==> config.mk <==
export PLATFORM = sky130hd
export DESIGN_NAME = bcd_set_register
export DESIGN_NICKNAME = d
export VERILOG_FILES = /design/src/rtl/bcd_set_register.sv
export SDC_FILE = /design/constraint.sdc
export NUM_CORES = 1
export LEC_CHECK = 0
export CORE_AREA = 4 4 68 70
export CTS_CLUSTER_SIZE = 30
export DETAILED_ROUTE_END_ITERATION = 10
export DIE_AREA = 0 0 72 74
export GPL_ROUTABILITY_DRIVEN = 0
export PLACE_DENSITY = 0.74
export SETUP_SLACK_MARGIN = 0.15
export SYNTH_ARGS = -nofsm -noshare
export SYNTH_HDL_FRONTEND = slang
export SYNTH_SLANG_ARGS = --single-unit
==> constraint.sdc <==
create_clock -name Clk -period 1.8 [get_ports Clk]
set_input_delay 0.36 -clock Clk [delete_from_list [all_inputs] [get_ports Clk]]
set_output_delay 0.36 -clock Clk [all_outputs]
set_load 0.1 [all_outputs]
==> src/rtl/bcd_set_register.sv <==
// bcd_set_register: one two-digit BCD setting field with edit/commit/cancel.
// Ports: Clk, Reset (async, active-low), editPulse, cancelPulse, upPulse,
//   downPulse, extLoad, extValue[7:0] in; value[7:0], committed[7:0],
//   editing, commitStrobe out. Optional idle-edit timeout: BCD_SET_TIMEOUT_EN.
module bcd_set_register #(
  parameter int MAX_VALUE      = 59,
  parameter int MIN_VALUE      = 0,
  parameter int INIT_VALUE     = 0,
  parameter int TIMEOUT_CYCLES = 1000000
) (
  input  logic       Clk,
  input  logic       Reset,
  input  logic       editPulse,
  input  logic       cancelPulse,
  input  logic       upPulse,
  input  logic       downPulse,
  input  logic       extLoad,
  input  logic [7:0] extValue,
  output logic [7:0] value,
  output logic [7:0] committed,
  output logic       editing,
  output logic       commitStrobe
);

  function automatic logic [7:0] to_bcd(input int v);
    return {4'(v / 10), 4'(v % 10)};
  endfunction

  function automatic logic [7:0] bcd_inc(input logic [7:0] v);
    if (v[3:0] == 4'd9) return {v[7:4] + 4'd1, 4'd0};
    else                return {v[7:4], v[3:0] + 4'd1};
  endfunction

  function automatic logic [7:0] bcd_dec(input logic [7:0] v);
    if (v[3:0] == 4'd0) return {v[7:4] - 4'd1, 4'd9};
    else                return {v[7:4], v[3:0] - 4'd1};
  endfunction

  localparam logic [7:0] MAX_BCD  = to_bcd(MAX_VALUE);
  localparam logic [7:0] MIN_BCD  = to_bcd(MIN_VALUE);
  localparam logic [7:0] INIT_BCD = to_bcd(INIT_VALUE);

  typedef enum logic {IDLE, EDIT} state_t;

  state_t     state, state_n;
  logic [7:0] working, working_n;
  logic [7:0] committed_n, value_n;
  logic       editing_n, strobe_n;
  logic       commit;
  logic       expire;
  logic       ext_ok;
  logic [8:0] lo_diff, hi_diff;

  // Valid BCD bytes order the same as their decimal values, so the
  // range check can be done directly on the BCD encoding.
  assign lo_diff = {1'b0, extValue} - {1'b0, MIN_BCD};
  assign hi_diff = {1'b0, MAX_BCD} - {1'b0, extValue};
  assign ext_ok  = (extValue[7:4] <= 4'd9) && (extValue[3:0] <= 4'd9)
                && !lo_diff[8] && !hi_diff[8];

`ifdef BCD_SET_TIMEOUT_EN
  localparam int TW = (TIMEOUT_CYCLES > 1) ? $clog2(TIMEOUT_CYCLES) : 1;
  localparam logic [TW-1:0] TMO_LAST = TW'(TIMEOUT_CYCLES - 1);

  logic [TW-1:0] tmo_cnt, tmo_n;
  logic          any_pulse;

  assign any_pulse = editPulse | cancelPulse | upPulse | downPulse;
  assign expire    = (state == EDIT) && (tmo_cnt == TMO_LAST);

  always_comb begin
    tmo_n = '0;
    if (state == EDIT && state_n == EDIT && !any_pulse)
      tmo_n = tmo_cnt + 1'b1;
  end

  always_ff @(posedge Clk or negedge Reset) begin
    if (!Reset) tmo_cnt <= '0;
    else        tmo_cnt <= tmo_n;
  end
`else
  assign expire = 1'b0;
`endif

  always_comb begin
    state_n     = state;
    working_n   = working;
    committed_n = committed;
    strobe_n    = 1'b0;
    commit      = 1'b0;
    unique case (state)
      IDLE: begin
        if (editPulse) begin
          state_n   = EDIT;
          working_n = committed;
        end
      end
      EDIT: begin
        if (cancelPulse || expire) begin
          state_n = IDLE;
        end else if (editPulse) begin
          committed_n = working;
          strobe_n    = 1'b1;
          commit      = 1'b1;
          state_n     = IDLE;
        end else if (upPulse && !downPulse) begin
          working_n = (working == MAX_BCD) ? MIN_BCD : bcd_inc(working);
        end else if (downPulse && !upPulse) begin
          working_n = (working == MIN_BCD) ? MAX_BCD : bcd_dec(working);
        end
      end
      default: state_n = IDLE;
    endcase
    // A commit on the same edge takes precedence over an external load.
    if (extLoad && ext_ok && !commit)
      committed_n = extValue;
    editing_n = (state_n == EDIT);
    value_n   = editing_n ? working_n : committed_n;
  end

  always_ff @(posedge Clk or negedge Reset) begin
    if (!Reset) begin
      state        <= IDLE;
      working      <= INIT_BCD;
      committed    <= INIT_BCD;
      value        <= INIT_BCD;
      editing      <= 1'b0;
      commitStrobe <= 1'b0;
    end else begin
      state        <= state_n;
      working      <= working_n;
      committed    <= committed_n;
      value        <= value_n;
      editing      <= editing_n;
      commitStrobe <= strobe_n;
    end
  end

endmodule

## After elaboration in Yosys (flattened, before gate mapping)

Index checks and enable logic that the tools add are counted.

| storage, ports and cells | value |
|---|---|
| input port bits | 15 |
| flip-flop bits (word level) | 26 |

| operators by class | value |
|---|---|
| muxes and demuxes | 21 |
| $lt $le $gt $ge | 2 |
| add/subtract/negate cells | 5 |
| reductions and logical operators | 12 |
| bitwise logic cells | 1 |
| eq/ne operators | 2 |

Operators with widths:

| operator | count |
|---|---|
| $mux 8 | 14 |
| $pmux 8 s2 | 1 |
| $sub 7x8->9 const A | 1 |
| $add 4x1->4 const B | 2 |
| $eq 8x7->1 const B | 1 |
| $le 4x4->1 const B | 2 |
| $logic_not 8->1 | 1 |
| $sub 4x1->4 const B | 2 |
| $logic_and 1x1->1 | 6 |
| $mux 1 | 5 |
| $eq 4x4->1 const B | 1 |
| $logic_not 1->1 | 4 |
| $logic_not 4->1 | 1 |
| $pmux 1 s2 | 1 |
| $not 1->1 | 1 |

## Longest topological paths before layout

| depth | value |
|---|---|
| word-level depth | 9 |
| gate-level depth with buffers | 8 |

## Worst setup path after synthesis

OpenSTA, ideal clock, no wires.

| timing path | value |
|---|---|
| kind | flip-flop to flip-flop |
| start point | reg state |
| end point | reg value[5] |
| setup slack | -0.302 ns |
| setup time | 0.125 ns |
| required time | 1.675 ns |
| arrival | 1.977 ns |
| stages on the path, launching flop included | 5 |
| clock period less this slack | 2.102 ns |
| path through | dfrtp_1 -> nand3b_1 -> inv_2 -> o21ai_0 -> mux2_2 |

| on the way | value |
|---|---|
| longest elaborated chain between the ends | 5 |
| elaborated cells on any way between the ends | 9 |
| classes of those cells | mux: 6; bitwise: 1; reduce/logical: 2 |

Ends and longest elaborated chain:

| item | line | source |
|---|---|---|
| start, declared | 45 | `state_t state, state_n;` |
| start signal, assigned | 130 | `state <= state_n;` |
| $mux 1 | 91 | `unique case (state)` |
| named net commit | 49 | `logic commit;` |
| $logic_not 1->1 | 115 | `if (extLoad && ext_ok && !commit)` |
| $logic_and 1x1->1 | 115 |  |
| $mux 8 | 115 |  |
| named net committed_n[5] | 47 | `logic [7:0] committed_n, value_n;` |
| $mux 8 | 118 | `value_n = editing_n ? working_n : committed_n;` |
| named net value_n[5] | 47 |  |
| end signal, assigned | 133 | `value <= value_n;` |
| end, declared | 19 | `output logic [7:0] value,` |

The timed path passes the listed nets, and every way through them passes these cells.

## Worst setup path in the final report

| timing path | value |
|---|---|
| start point | reg working[0] |
| end point | reg value[5] |

| on the way | value |
|---|---|
| longest elaborated chain between the ends | 9 |
| elaborated cells on any way between the ends | 14 |
| classes of those cells | eq/ne: 2; mux: 10; reduce/logical: 2 |

Ends and longest elaborated chain:

| item | line | source |
|---|---|---|
| start, declared | 46 | `logic [7:0] working, working_n;` |
| start signal, assigned | 131 | `working <= working_n;` |
| $logic_not 4->1 | 35 | `if (v[3:0] == 4'd0) return {v[7:4] - 4'd1, 4'd9};` |
| $mux 8 | 35 |  |
| $mux 8 | 109 | `working_n = (working == MIN_BCD) ? MAX_BCD : bcd_dec(working);` |
| $mux 8 | 108 | `end else if (downPulse && !upPulse) begin` |
| $mux 8 * | 106 | `end else if (upPulse && !downPulse) begin` |
| $mux 8 * | 101 | `end else if (editPulse) begin` |
| $mux 8 * | 99 | `if (cancelPulse \|\| expire) begin` |
| $pmux 8 s2 * | 91 |  |
| named net working_n[5] | 46 |  |
| $mux 8 * | 118 |  |
| named net value_n[5] | 47 |  |

Mark *: on every way through the listed nets, which the timed path passes. The rest lies on a longest branch.

==> results.toml <==
[outcome]
run_status = "finished, violations left"
violations = "setup timing"

[drt]
drt_wl_total_um = 6000
avgRoutedWirePerCell_um = 18.1
dr.pass1.iters = 4
vias = 1938
ant_nets = 0
drc_errors = 0
post_drt_via_cell_ratio = 5.85
drtIter0Drc = 139

[clock_tree]
clk_path_buf_depth = 2
cts_sinks = 26
cts_hold_buf = 0
clkLatencyLatePin_ps = 270
cts-htree-levels = 1
clockRootBuffer = "clkbuf_8"
cts_buffers = 3
cts.clk_slew.worst_paths_ps = 90
cts_tree = "built"

[sta]
setup_viol = 4
fmax_ghz = 0.540
fin_ws_ps = -50.3
finalCriticalPeriod_ps = 1850
timing.final.crit_share = 1.03
rsz0062_at_grt = "true"
worst_slew_pin_slew_ps = 384
slew_headroom = 0.744
setup_tns_ps = -110
fin_skew_ps = 1.90
slew_viol_final = 0
final-hold-violation-count = 0

[synth]
synth-adder-area-share = 0.0545
synth_top_family_by_area = "compound AO/OA/AOI/OAI gates"
synthCells = 206
seq_area_frac_synth = 0.354
synth-edff-count = 0
synthSimpleGateAreaFrac = 0.228
synth_compound_gate_area_share = 0.259
synth-async-reset-ratio = 1.00
netlist_area_um2 = 1840
ys.flop_type = "dfrtp_1"
synthTopCellsByArea = "dfrtp_1 (35%), ha_1 (5.4%), a21oi_1 (3.8%), nand2_1 (3.5%), mux2i_1 (3.3%)"
syn_nets = 229
ys_warn_count = 0
synth_xor_area_frac = 0
yosysTopAreaCell = "dfrtp_1"
yosysUniqueCellTypes = 51
synth_area_per_cell_um2 = 8.92
synth-seq-cells = 26
synthMuxAreaShare = 0.0511
yosys.area.top_type_share = 0.354

[setup_path]
endpoint = "value[5]"
r2r_start = "working[0]"
worst_setup_path_start_kind = "flop"
r2r_end = "value[5]"
arrival_ps = 2070
critPathMaxFanout = 6
reg2regPathDepth = 7
end_kind = "flop"
required_ps = 2020
cp-startpoint = "working[0]"
worst-r2r-setup-slack_ps = -50
critical_path_class = "flop to flop"

[hold_path]
hp-class = "primary input to asynchronous set/reset pin"

[floorplan]
dieArea_um2 = 5330
die_w_um = 72
die_height_um = 74
initial_core_util = 0.463
core_area_um2 = 3970
num_rows = 23
io_pins = 33

[place]
port-buffer-count = 32
place_area_um2 = 2710
dp_hpwl_um = 4210

[power]
powerDensity_nw_per_um2 = 1330
p_leak_nw = 1.32
peakVddDrop_mv = 1.08

[global_routing]
grt_overflow = 0
grt_pass1_vias = 1989
antenna_found_initial = 0
grt_first_pass_wirelength_um = 9710
track_usage = 0.234
grt_max_degree = 27

[final_layout]
diodes = 0
nFillCells = 237
nNetsFinal = 305
design_area_um2 = 3010
regArea_um2 = 659
area_growth_pct = 63.8
drive_gt1_frac = 0.441
multi_input_area_um2 = 1310

[flow_run]
max-cap-violations = 0
worst max-delay path, stage by stage, from the launching register on:
cell and delay [ps]:
dfrtp_2 460, inv_4 70, ha_4 130, nor3b_4 310
a211oi_2 130, a211o_1 280, o22ai_2 230, mux2_4 180
area by class of cell:
type	count	share of cell area
multi-input combinational	160	0.435
timing repair buffer	80	0.291
sequential	26	0.219
tap	50	0.0208
clock buffer	4	0.0183
inverter	11	0.0154
layer usage:
layer  vias to the layer above  track usage  part of all wire
li1                        912            -                 -
met1                       934        0.306              0.41
met2                        82        0.400              0.51
met3                        10       0.0216             0.058
met4                         0       0.0981             0.016
met5                         -            0                 0
synth_stat cells (all sizes together) (3+ instances only):
library cell	instances
dfrtp	26
o21ai	17
mux2	3
nand3b	3
and2	3
mux2i	6
o22ai	3
nor3	5
inv	11
a211oi	4
o211ai	4
nor2b	5
buf	8
nand2b	5
nand4	6
a21oi	14
nor2	12
nand3	7
o31ai	4
a31oi	6
nand2	17
ha	8
a21o	3
where the power goes:
group | switching, mW | leakage, nW | total [mW] | internal (mW)
Combinational | 1.54 | 0.978 | 2.58 | 1.04
Sequential | 0.276 | 0.312 | 1.03 | 0.756
Clock | 0.192 | 0.0288 | 0.388 | 0.196
Total | 2.01 | 1.32 | 4.00 | 1.99
sequential cells by signal, indices dropped and copies added, names as in the netlist:
signal	flops
commitStrobe	1
committed	8
state	1
working	8
value	8
placed cells by master (no fill, tap or decap), types with 5 or more instances in the layout:
| cell | netlist | layout |
|---|---|---|
| buf_4 | 0 | 45 |
| dfrtp_1 | 26 | 21 |
| buf_12 | 0 | 18 |
| nand2_1 | 17 | 16 |
| a21oi_1 | 14 | 11 |
| clkdlybuf4s50_1 | 0 | 11 |
| nor2_1 | 10 | 10 |
| o21ai_0 | 10 | 9 |
| inv_1 | 10 | 6 |
| mux2i_1 | 6 | 6 |
| nand4_1 | 6 | 6 |
| o21ai_1 | 7 | 6 |
| nand3_1 | 6 | 5 |
per-stage QoR:
step	cells	setup WS [ps]	utilization	hold slack (ps)	total power [mW]
after floorplan	206	89.9	-	64.4	2.43
after global placement	321	-252	0.682	619	3.34
after detailed placement	321	-292	0.682	612	3.38
after CTS	328	-14.3	0.722	483	3.85
after global routing	331	-133	0.758	489	4.18
final	331	-50.3	0.758	470	4.00
worst min path at each step:
stage	startpoint	to	slack, ps
final	Reset	committed[0]	470
after detailed placement	committed[3]	working[3]	610
after floorplan	Reset	commitStrobe	60
after global routing	Reset	committed[1]	490
after CTS	Reset	committed[0]	480
after global placement	committed[3]	working[3]	620
repair_timing:
| item | CTS | global route |
|---|---|---|
| gates resized for setup | 17 | 25 |
| buffers inserted | 3 | 3 |
| endpoints found under the setup margin | 12 | 18 |
| pin swaps | 14 | 10 |
cells by family (layout without fill, tap and decap cells):
group / Yosys count / in the layout
compound gates: 71 / 71
fa+ha+maj: 8 / 8
buf+inv: 20 / 95
flops: 26 / 26
mux: 9 / 9
simple gates: 72 / 72
Power figures use the tool's default switching activity.
